### src/rtl/stack_op_controller_if.sv
// Decode/memory-side bundle of the stack sequencer: op request in, stack access strobes, SP and fault out.
// The controller binds to slave; the decode/memory side binds to master.
interface stack_op_controller_if;
    logic        Enable;
    logic        op_valid;
    logic [2:0]  op_code;
    logic        busy;
    logic        done;
    logic [31:0] mem_addr;
    logic        mem_we;
    logic        mem_re;
    logic [1:0]  wdata_sel;
    logic [1:0]  rdata_dst;
    logic [31:0] sp_out;
    logic        fault;

    modport master (
        output Enable, op_valid, op_code,
        input  busy, done, mem_addr, mem_we, mem_re, wdata_sel, rdata_dst, sp_out, fault
    );

    modport slave (
        input  Enable, op_valid, op_code,
        output busy, done, mem_addr, mem_we, mem_re, wdata_sel, rdata_dst, sp_out, fault
    );
endinterface

### src/rtl/stack_op_controller.sv
// Stack sequencer: turns PUSH/POP/CALL/RET/INT/RTI into 1-2 ordered stack accesses and owns SP (full-descending).
// Latency 2 cycles from accept (3 for INT/RTI); Enable=0 freezes everything. Optional macro STACK_BOUND_CHECK_EN.
module stack_op_controller #(
    parameter logic [31:0] STACK_BASE  = 32'h000F_FFFF,
    parameter logic [31:0] STACK_LIMIT = 32'h000F_F000
) (
    input  logic                  CLK,
    input  logic                  Reset,
    stack_op_controller_if.slave  bus
);
    localparam logic [2:0] OP_PUSH = 3'b001;
    localparam logic [2:0] OP_POP  = 3'b010;
    localparam logic [2:0] OP_CALL = 3'b011;
    localparam logic [2:0] OP_RET  = 3'b100;
    localparam logic [2:0] OP_INT  = 3'b101;
    localparam logic [2:0] OP_RTI  = 3'b110;

    typedef enum logic [1:0] {IDLE, ACC1, ACC2} state_t;

    state_t      state, nextState;
    logic [31:0] spReg, nextSp;
    logic [2:0]  opReg;
    logic        opPush;
    logic        opLegal;
    logic        accept;
    logic [31:0] memAddr;
    logic        memWe, memRe, doneC;
    logic [1:0]  wSel, rDst;

    assign opLegal = (bus.op_code != 3'b000) && (bus.op_code != 3'b111);
    assign opPush  = (opReg == OP_PUSH) || (opReg == OP_CALL) || (opReg == OP_INT);

`ifdef STACK_BOUND_CHECK_EN
    logic        reqPush, reject, rejectHit, faultReg;
    logic [32:0] reqSlots, spWide;

    // 33-bit compares so the free-slot arithmetic never wraps.
    assign reqPush  = (bus.op_code == OP_PUSH) || (bus.op_code == OP_CALL) || (bus.op_code == OP_INT);
    assign reqSlots = ((bus.op_code == OP_INT) || (bus.op_code == OP_RTI)) ? 33'd2 : 33'd1;
    assign spWide   = {1'b0, spReg};
    assign reject   = reqPush ? ((spWide + 33'd1) < ({1'b0, STACK_LIMIT} + reqSlots))
                              : ((spWide + reqSlots) > {1'b0, STACK_BASE});
    assign rejectHit = (state == IDLE) && bus.Enable && bus.op_valid && opLegal && reject;
    assign accept    = (state == IDLE) && bus.Enable && bus.op_valid && opLegal && !reject;

    always_ff @(posedge CLK) begin
        if (Reset) faultReg <= 1'b0;
        else       faultReg <= rejectHit;
    end
    assign bus.fault = faultReg;
`else
    assign accept    = (state == IDLE) && bus.Enable && bus.op_valid && opLegal;
    assign bus.fault = 1'b0;
`endif

    always_comb begin
        nextState = state;
        nextSp    = spReg;
        memAddr   = 32'd0;
        memWe     = 1'b0;
        memRe     = 1'b0;
        wSel      = 2'd0;
        rDst      = 2'd0;
        doneC     = 1'b0;
        case (state)
            IDLE: begin
                if (accept) nextState = ACC1;
            end
            ACC1: begin
                if (opPush) begin
                    memAddr = spReg;
                    memWe   = bus.Enable;
                    wSel    = (opReg == OP_PUSH) ? 2'd0 : 2'd1;
                end else begin
                    memAddr = spReg + 32'd1;
                    memRe   = bus.Enable;
                    rDst    = (opReg == OP_POP) ? 2'd0 : ((opReg == OP_RET) ? 2'd1 : 2'd2);
                end
                if (bus.Enable) begin
                    nextSp = opPush ? (spReg - 32'd1) : (spReg + 32'd1);
                    if ((opReg == OP_INT) || (opReg == OP_RTI)) begin
                        nextState = ACC2;
                    end else begin
                        nextState = IDLE;
                        doneC     = 1'b1;
                    end
                end
            end
            ACC2: begin
                // Second half of INT (FLAGS below PC) or RTI (PC after FLAGS).
                if (opPush) begin
                    memAddr = spReg;
                    memWe   = bus.Enable;
                    wSel    = 2'd2;
                end else begin
                    memAddr = spReg + 32'd1;
                    memRe   = bus.Enable;
                    rDst    = 2'd1;
                end
                if (bus.Enable) begin
                    nextSp    = opPush ? (spReg - 32'd1) : (spReg + 32'd1);
                    nextState = IDLE;
                    doneC     = 1'b1;
                end
            end
            default: nextState = IDLE;
        endcase
    end

    always_ff @(posedge CLK) begin
        if (Reset) begin
            state <= IDLE;
            spReg <= STACK_BASE;
            opReg <= 3'b000;
        end else begin
            state <= nextState;
            spReg <= nextSp;
            if (accept) opReg <= bus.op_code;
        end
    end

    assign bus.busy      = (state != IDLE);
    assign bus.done      = doneC;
    assign bus.mem_addr  = memAddr;
    assign bus.mem_we    = memWe;
    assign bus.mem_re    = memRe;
    assign bus.wdata_sel = wSel;
    assign bus.rdata_dst = rDst;
    assign bus.sp_out    = spReg;
endmodule

### src/flat_wrapper.sv
// flat-port wrapper written by rule: the top's interface ports become plain ports
module stack_op_controller_flat 
#(
    parameter logic [31:0] STACK_BASE  = 32'h000F_FFFF,
    parameter logic [31:0] STACK_LIMIT = 32'h000F_F000
)
  (CLK, Reset, bus_Enable, bus_op_valid, bus_op_code, bus_busy, bus_done, bus_mem_addr, bus_mem_we, bus_mem_re, bus_wdata_sel, bus_rdata_dst, bus_sp_out, bus_fault);
  stack_op_controller_if bus_i ();
  input  logic CLK;
  input  logic Reset;
  input wire logic [$bits(bus_i.Enable)-1:0] bus_Enable;
  input wire logic [$bits(bus_i.op_valid)-1:0] bus_op_valid;
  input wire logic [$bits(bus_i.op_code)-1:0] bus_op_code;
  output wire logic [$bits(bus_i.busy)-1:0] bus_busy;
  output wire logic [$bits(bus_i.done)-1:0] bus_done;
  output wire logic [$bits(bus_i.mem_addr)-1:0] bus_mem_addr;
  output wire logic [$bits(bus_i.mem_we)-1:0] bus_mem_we;
  output wire logic [$bits(bus_i.mem_re)-1:0] bus_mem_re;
  output wire logic [$bits(bus_i.wdata_sel)-1:0] bus_wdata_sel;
  output wire logic [$bits(bus_i.rdata_dst)-1:0] bus_rdata_dst;
  output wire logic [$bits(bus_i.sp_out)-1:0] bus_sp_out;
  output wire logic [$bits(bus_i.fault)-1:0] bus_fault;
  assign bus_i.Enable = bus_Enable;
  assign bus_i.op_valid = bus_op_valid;
  assign bus_i.op_code = bus_op_code;
  assign bus_busy = bus_i.busy;
  assign bus_done = bus_i.done;
  assign bus_mem_addr = bus_i.mem_addr;
  assign bus_mem_we = bus_i.mem_we;
  assign bus_mem_re = bus_i.mem_re;
  assign bus_wdata_sel = bus_i.wdata_sel;
  assign bus_rdata_dst = bus_i.rdata_dst;
  assign bus_sp_out = bus_i.sp_out;
  assign bus_fault = bus_i.fault;
  stack_op_controller #(.STACK_BASE(STACK_BASE), .STACK_LIMIT(STACK_LIMIT)) u_core (.CLK(CLK), .Reset(Reset), .bus(bus_i));
endmodule
### config.mk
export PLATFORM = sky130hd
export DESIGN_NAME = stack_op_controller_flat
export DESIGN_NICKNAME = d
export VERILOG_FILES = /design/src/rtl/stack_op_controller_if.sv /design/src/rtl/stack_op_controller.sv /design/src/flat_wrapper.sv
export SDC_FILE = /design/constraint.sdc
export NUM_CORES = 1
export LEC_CHECK = 0
export CORE_MARGIN = 2
export CORE_UTILIZATION = 25
export CTS_BUF_LIST = sky130_fd_sc_hd__clkbuf_8
export DETAILED_ROUTE_END_ITERATION = 8
export HOLD_SLACK_MARGIN = 0.05
export PLACE_DENSITY = 0.45
export SLEW_MARGIN = 25
export SYNTH_ARGS = -nofsm -noshare
export SYNTH_HDL_FRONTEND = slang
export SYNTH_SLANG_ARGS = --single-unit
### constraint.sdc
create_clock -name CLK -period 6.5 [get_ports CLK]
set_input_delay 1.3 -clock CLK [delete_from_list [all_inputs] [get_ports CLK]]
set_output_delay 1.3 -clock CLK [all_outputs]
set_load 0.05 [all_outputs]
# ---- Word level (Yosys, flattened, before mapping)
# Index checks and enable logic that the tools add are counted.
dict set report totals {
  regBits 37
  latchBits 0
  ram_bits 0
  mem_bits_ro 0
  inputBits 7
  output_inout_bits 73
  memories 0
}
dict set report classes {
  add_sub_neg 2
  mul 0
  div 0
  order_cmp 0
  eq_ne 12
  n_shift 0
  muxes 25
  n_bitwise 0
  n_reduce_logical 13
}
# op count
set ops {}
lappend ops {{$mux 32} 3}
lappend ops {{$add 32x1->32 const B} 1}
lappend ops {{$sub 32x1->32 const B} 1}
lappend ops {{$mux 2} 9}
lappend ops {{$eq 3x3->1 const B} 3}
lappend ops {{$mux 1} 9}
lappend ops {{$pmux 2 s2} 2}
lappend ops {{$eq 3x2->1 const B} 2}
lappend ops {{$pmux 2 s3} 1}
lappend ops {{$logic_and 1x1->1} 4}
lappend ops {{$ne 2x2->1 const B} 2}
lappend ops {{$eq 3x1->1 const B} 1}
lappend ops {{$logic_or 1x1->1} 3}
lappend ops {{$ne 3x3->1 const B} 1}
lappend ops {{$reduce_and 3->1} 1}
lappend ops {{$reduce_bool 3->1} 1}
lappend ops {{$eq 2x1->1 const B} 1}
lappend ops {{$eq 2x2->1 const B} 1}
lappend ops {{$logic_not 2->1} 1}
lappend ops {{$ne 2x1->1 const B} 1}
lappend ops {{$pmux 1 s2} 1}
lappend ops {{$reduce_and 2->1} 1}
lappend ops {{$reduce_bool 2->1} 1}
lappend ops {{$reduce_or 2->1} 1}

# ---- Longest topological paths before layout
dict set report depth {
  depth_word 6
  mapped_depth 9
  ltp_nobuf 7
}

# ---- Least setup slack after synthesis
# No wires, ideal clock.
dict set report synth_timing {
  path_type {register to output}
  start {register u_core.spReg[2] (netlist: u_core.bus.sp_out[2])}
  end {output port bus_mem_addr[10]}
  t_arrival_ns 2.980
  required_ns 5.200
  path_slack_ns 2.220
  path_stages_with_launch 7
  n_path_buf 2
  cell_sequence {dfxtp_1 > buf_2 > and3_1 > clkbuf_1 > nand3_1 > or3_1 > a21boi_0}
}
dict set report synth_between {
  elab_chain_len 3
}
# item line
set synth_rtl {}
lappend synth_rtl {{from (decl)} stack_op_controller.sv:21} ;# logic [31:0] spReg, nextSp;
lappend synth_rtl {{from (signal assigned)} stack_op_controller.sv:117} ;# spReg <= nextSp;
lappend synth_rtl {{$add 32x1->32} {stack_op_controller.sv:75, stack_op_controller.sv:96}}
lappend synth_rtl {{$mux 32} {stack_op_controller.sv:70, stack_op_controller.sv:91}}
lappend synth_rtl {{$mux 32} --}
lappend synth_rtl {{to (decl)} flat_wrapper.sv:16} ;# output wire logic [$bits(bus_i.mem_addr)-1:0] bus_mem_addr;
# No other way between the ends.

# ---- Worst setup path after layout
dict set report layout_timing {
  start {register u_core.spReg[2] (netlist: u_core.bus.sp_out[2])}
  end {output port bus_mem_addr[23]}
}
# Same word-level chain as after synthesis.

==> impl_metrics.csv <==
group,metric,value,unit
run_status,status,"completed",
synthesis,synth_edf_count,0,
route,ant_nets,0,
worst_setup_path,crit_required,5.20,ns
route,viasPerCell,5.08,
floorplanning,start_util,25.8,%
timing,period_needed,4.70,ns
synthesis,yosys_register_bits,37,
power_and_ir_drop,cellLeakagePower,0.00161,uW
timing,relSlewSlack,43.3,%
timing,final_critical_path_setup_slack,1.80,ns
final_layout,stdcell_area,0.00435,mm2
global_routing,grt-ovfl-total,0,
timing,setup_viol,0,
worst_hold_path,min_path_type,"reg2reg",
clocking,htreeDepth,2,
worst_setup_path,slowest_stage,"clkdlybuf4s50_1",
timing,tns,0,ns
global_routing,grt_max_degree,39,
route,vias,3538,
clocking,cts_max_path_buffers,2,
final_layout,utilization,32.6,%
clocking,cts_sinks,37,
route,drt-total-wl,11.2,mm
synthesis,yosysSeqAreaShare,21.5,%
clocking,cts_hold_buf,0,
placed_design,dp_hpwl,8.01,mm
worst_setup_path,max_stage_delay,0.80,ns
clocking,clk_pin_slew,0.09,ns
final_layout,nets,535,
placed_design,gp_congestion,0.821,
worst_setup_path,reg2reg_depth,7,
floorplanning,fp.dieW,121,um
power_and_ir_drop,ir_worst_vdd,0.138,mV
timing,period_share,72.3,%
floorplanning,die_h,121,um
floorplanning,fp-row-count,42,
synthesis,yosys_warnings,0,
worst_setup_path,critPathLaunchType,"register",
synthesis,syn_nets,492,
final_layout,syn_to_final_growth,26.5,%
route,wl_per_cell,16.0,um
worst_setup_path,worstPathArrival,3.40,ns
worst_setup_path,critPathKind,"reg2out",
clocking,clock_latency,0.30,ns
worst_hold_path,min_path_cells,2,
final_layout,seq_area,741,um2
timing,hold_viol_final,0,
timing,hold_ws,0.558,ns
final_layout,antenna_cells,0,
route,firstDrtPassIters,4,
timing,rsz0062_at_grt,"false",
timing,fmax,213,MHz
clocking,cts_tree,"done",
final_layout,fillers,1458,
global_routing,grt_pass1_wl,18.0,mm
worst_setup_path,cp_common_cell,"and3_1",
floorplanning,dieArea,0.0147,mm2
clocking,root_buffer,"clkbuf_8",
clocking,post_cts_resized,0,
worst_setup_path,reg2reg_slack,3.47,ns
timing,worst_clock_skew,0.0134,ns
synthesis,synth_area,0.00344,mm2
timing,slew_violations,0,
placed_design,pre_cts_ws,1.96,ns
worst_setup_path,endpoint_kind,"primary output",
floorplanning,core,0.0133,mm2
worst_setup_path,critPathMaxFanout,13,
global_routing,grt_antenna_before_repair,0,
global_routing,grt.total_usage,15.3,%
synthesis,synthFlopType,"dfxtp_1",
global_routing,grt_pass1_vias,3449,
power_and_ir_drop,power_density,298,mW/mm2
synthesis,synthCells,477,
timing,tightest_slew,0.844,ns
final_layout,multiInputGateArea,0.00246,mm2
final_layout,drive_above_1_share,6.92,%
worst_setup_path,crit_chain,"and3_1 -> and3_1 -> nand3_1 -> xnor2_1 -> and2_1 -> clkdlybuf4s50_1",
clocking,numCtsBuffers,5,
synthesis,synthDistinctLibCells,56,
placed_design,dpl_cell_area,0.00427,mm2
route,drtIter0Drc,269,
clocking,post-cts-setup-buffers,0,
floorplanning,num_io_pins,80,
synthesis,avgSynthCellArea,7.21,um2
placed_design,port_buffers,78,
run,maxCapViolations,0,
synthesis,async_reset_ff_share,0,%
route,drc,0,
final cells by class:
| type | count | share of cell area (%) |
|---|---|---|
| Clock buffer | 6 | 1.90 |
| Clock inverter | 1 | 0.0862 |
| Inverter | 11 | 0.948 |
| Multi-Input combinational cell | 384 | 56.6 |
| Sequential cell | 37 | 17.0 |
| Tap cell | 176 | 5.06 |
| Timing Repair Buffer | 81 | 18.4 |
layer usage:
metal | wire length [um] | GRT usage (%)
met5 | 0 | 0
met4 | 158 | 4.31
met3 | 467 | 2.63
met2 | 5230 | 25.1
met1 | 5320 | 20.7
metrics by stage:
| step | power (uW) | std cells |
|---|---|---|
| after floorplan | 902 | 477 |
| after global placement | 1120 | 689 |
| after detailed placement | 1130 | 689 |
| after CTS | 1300 | 696 |
| after global routing | 1380 | 696 |
| final | 1300 | 696 |
where the power goes:
part           switching, uW  total [uW]  internal [uW]  leakage (uW)
clock                   92.0         175           82.9     0.0000485
sequential              59.5         307            248      0.000301
combinational            520         814            294       0.00126
critical path, delay by kind of cell (launching register included):
kind | cells | cell delay, ns
XOR/XNOR | 1 | 0.21
buffers and inverters | 1 | 0.80
flip-flops | 1 | 0.55
AND/OR/NAND/NOR | 4 | 1.54
layout by cell type, fill, tap and decap left out, types with 4 or more instances in the layout:
master / n
a21oi_1: 27
and2_1: 31
and3_1: 14
clkbuf_8: 6
clkdlybuf4s50_1: 78
dfxtp_1: 37
ha_1: 7
inv_1: 12
mux2_2: 10
mux2i_1: 7
nand2_1: 32
nand3_1: 28
nand4_1: 25
nor2_1: 46
nor2b_1: 17
nor3_1: 19
nor4_1: 13
o21ai_0: 10
or3_1: 8
or4_1: 4
xnor2_1: 28
xor2_1: 9
synth_stat cells (all sizes together), types with 17 or more instances:
library cell | number | share of area (%)
a21oi | 27 | 3.9
and2 | 31 | 5.6
buf | 19 | 2.9
clkbuf | 26 | 2.9
dfxtp | 37 | 22
nand2 | 32 | 3.5
nand3 | 28 | 4.1
nand4 | 25 | 4.5
nor2 | 46 | 5.0
nor2b | 17 | 3.1
nor3 | 21 | 3.5
xnor2 | 28 | 7.1
path summary, 6_finish.rpt:
check,endpoint,from
max reg2reg,u_core.bus.sp_out[25]$_SDFFE_PP0P_,u_core.state[0]$_SDFFE_PP0P_
min reg2reg,u_core.state[0]$_SDFFE_PP0P_,u_core.state[0]$_SDFFE_PP0P_
max,bus_mem_addr[23],u_core.bus.sp_out[2]$_SDFFE_PP1P_
min,u_core.state[0]$_SDFFE_PP0P_,u_core.state[0]$_SDFFE_PP0P_
sequential cells by signal, summed over array words and instances (netlist names):
name and cells:
u_core.bus.sp_out 32, u_core.opReg 3, u_core.state 2
logic make-up (layout without fill, tap and decap cells):
group                      Yosys count  count (layout)  share of synthesized area [%]
AOI/OAI and AO/OA                   60              60                           11.2
xor gates and xnor gates            37              37                           9.42
adders and majority gates            8               8                           2.91
buffers and inverters               56              99                           6.98
DFF                                 37              37                           21.5
muxes                               18              18                           5.64
other                                1               1                          0.109
and+or+nand+nor                    260             260                           42.2
(Power assumes the default switching activity.)
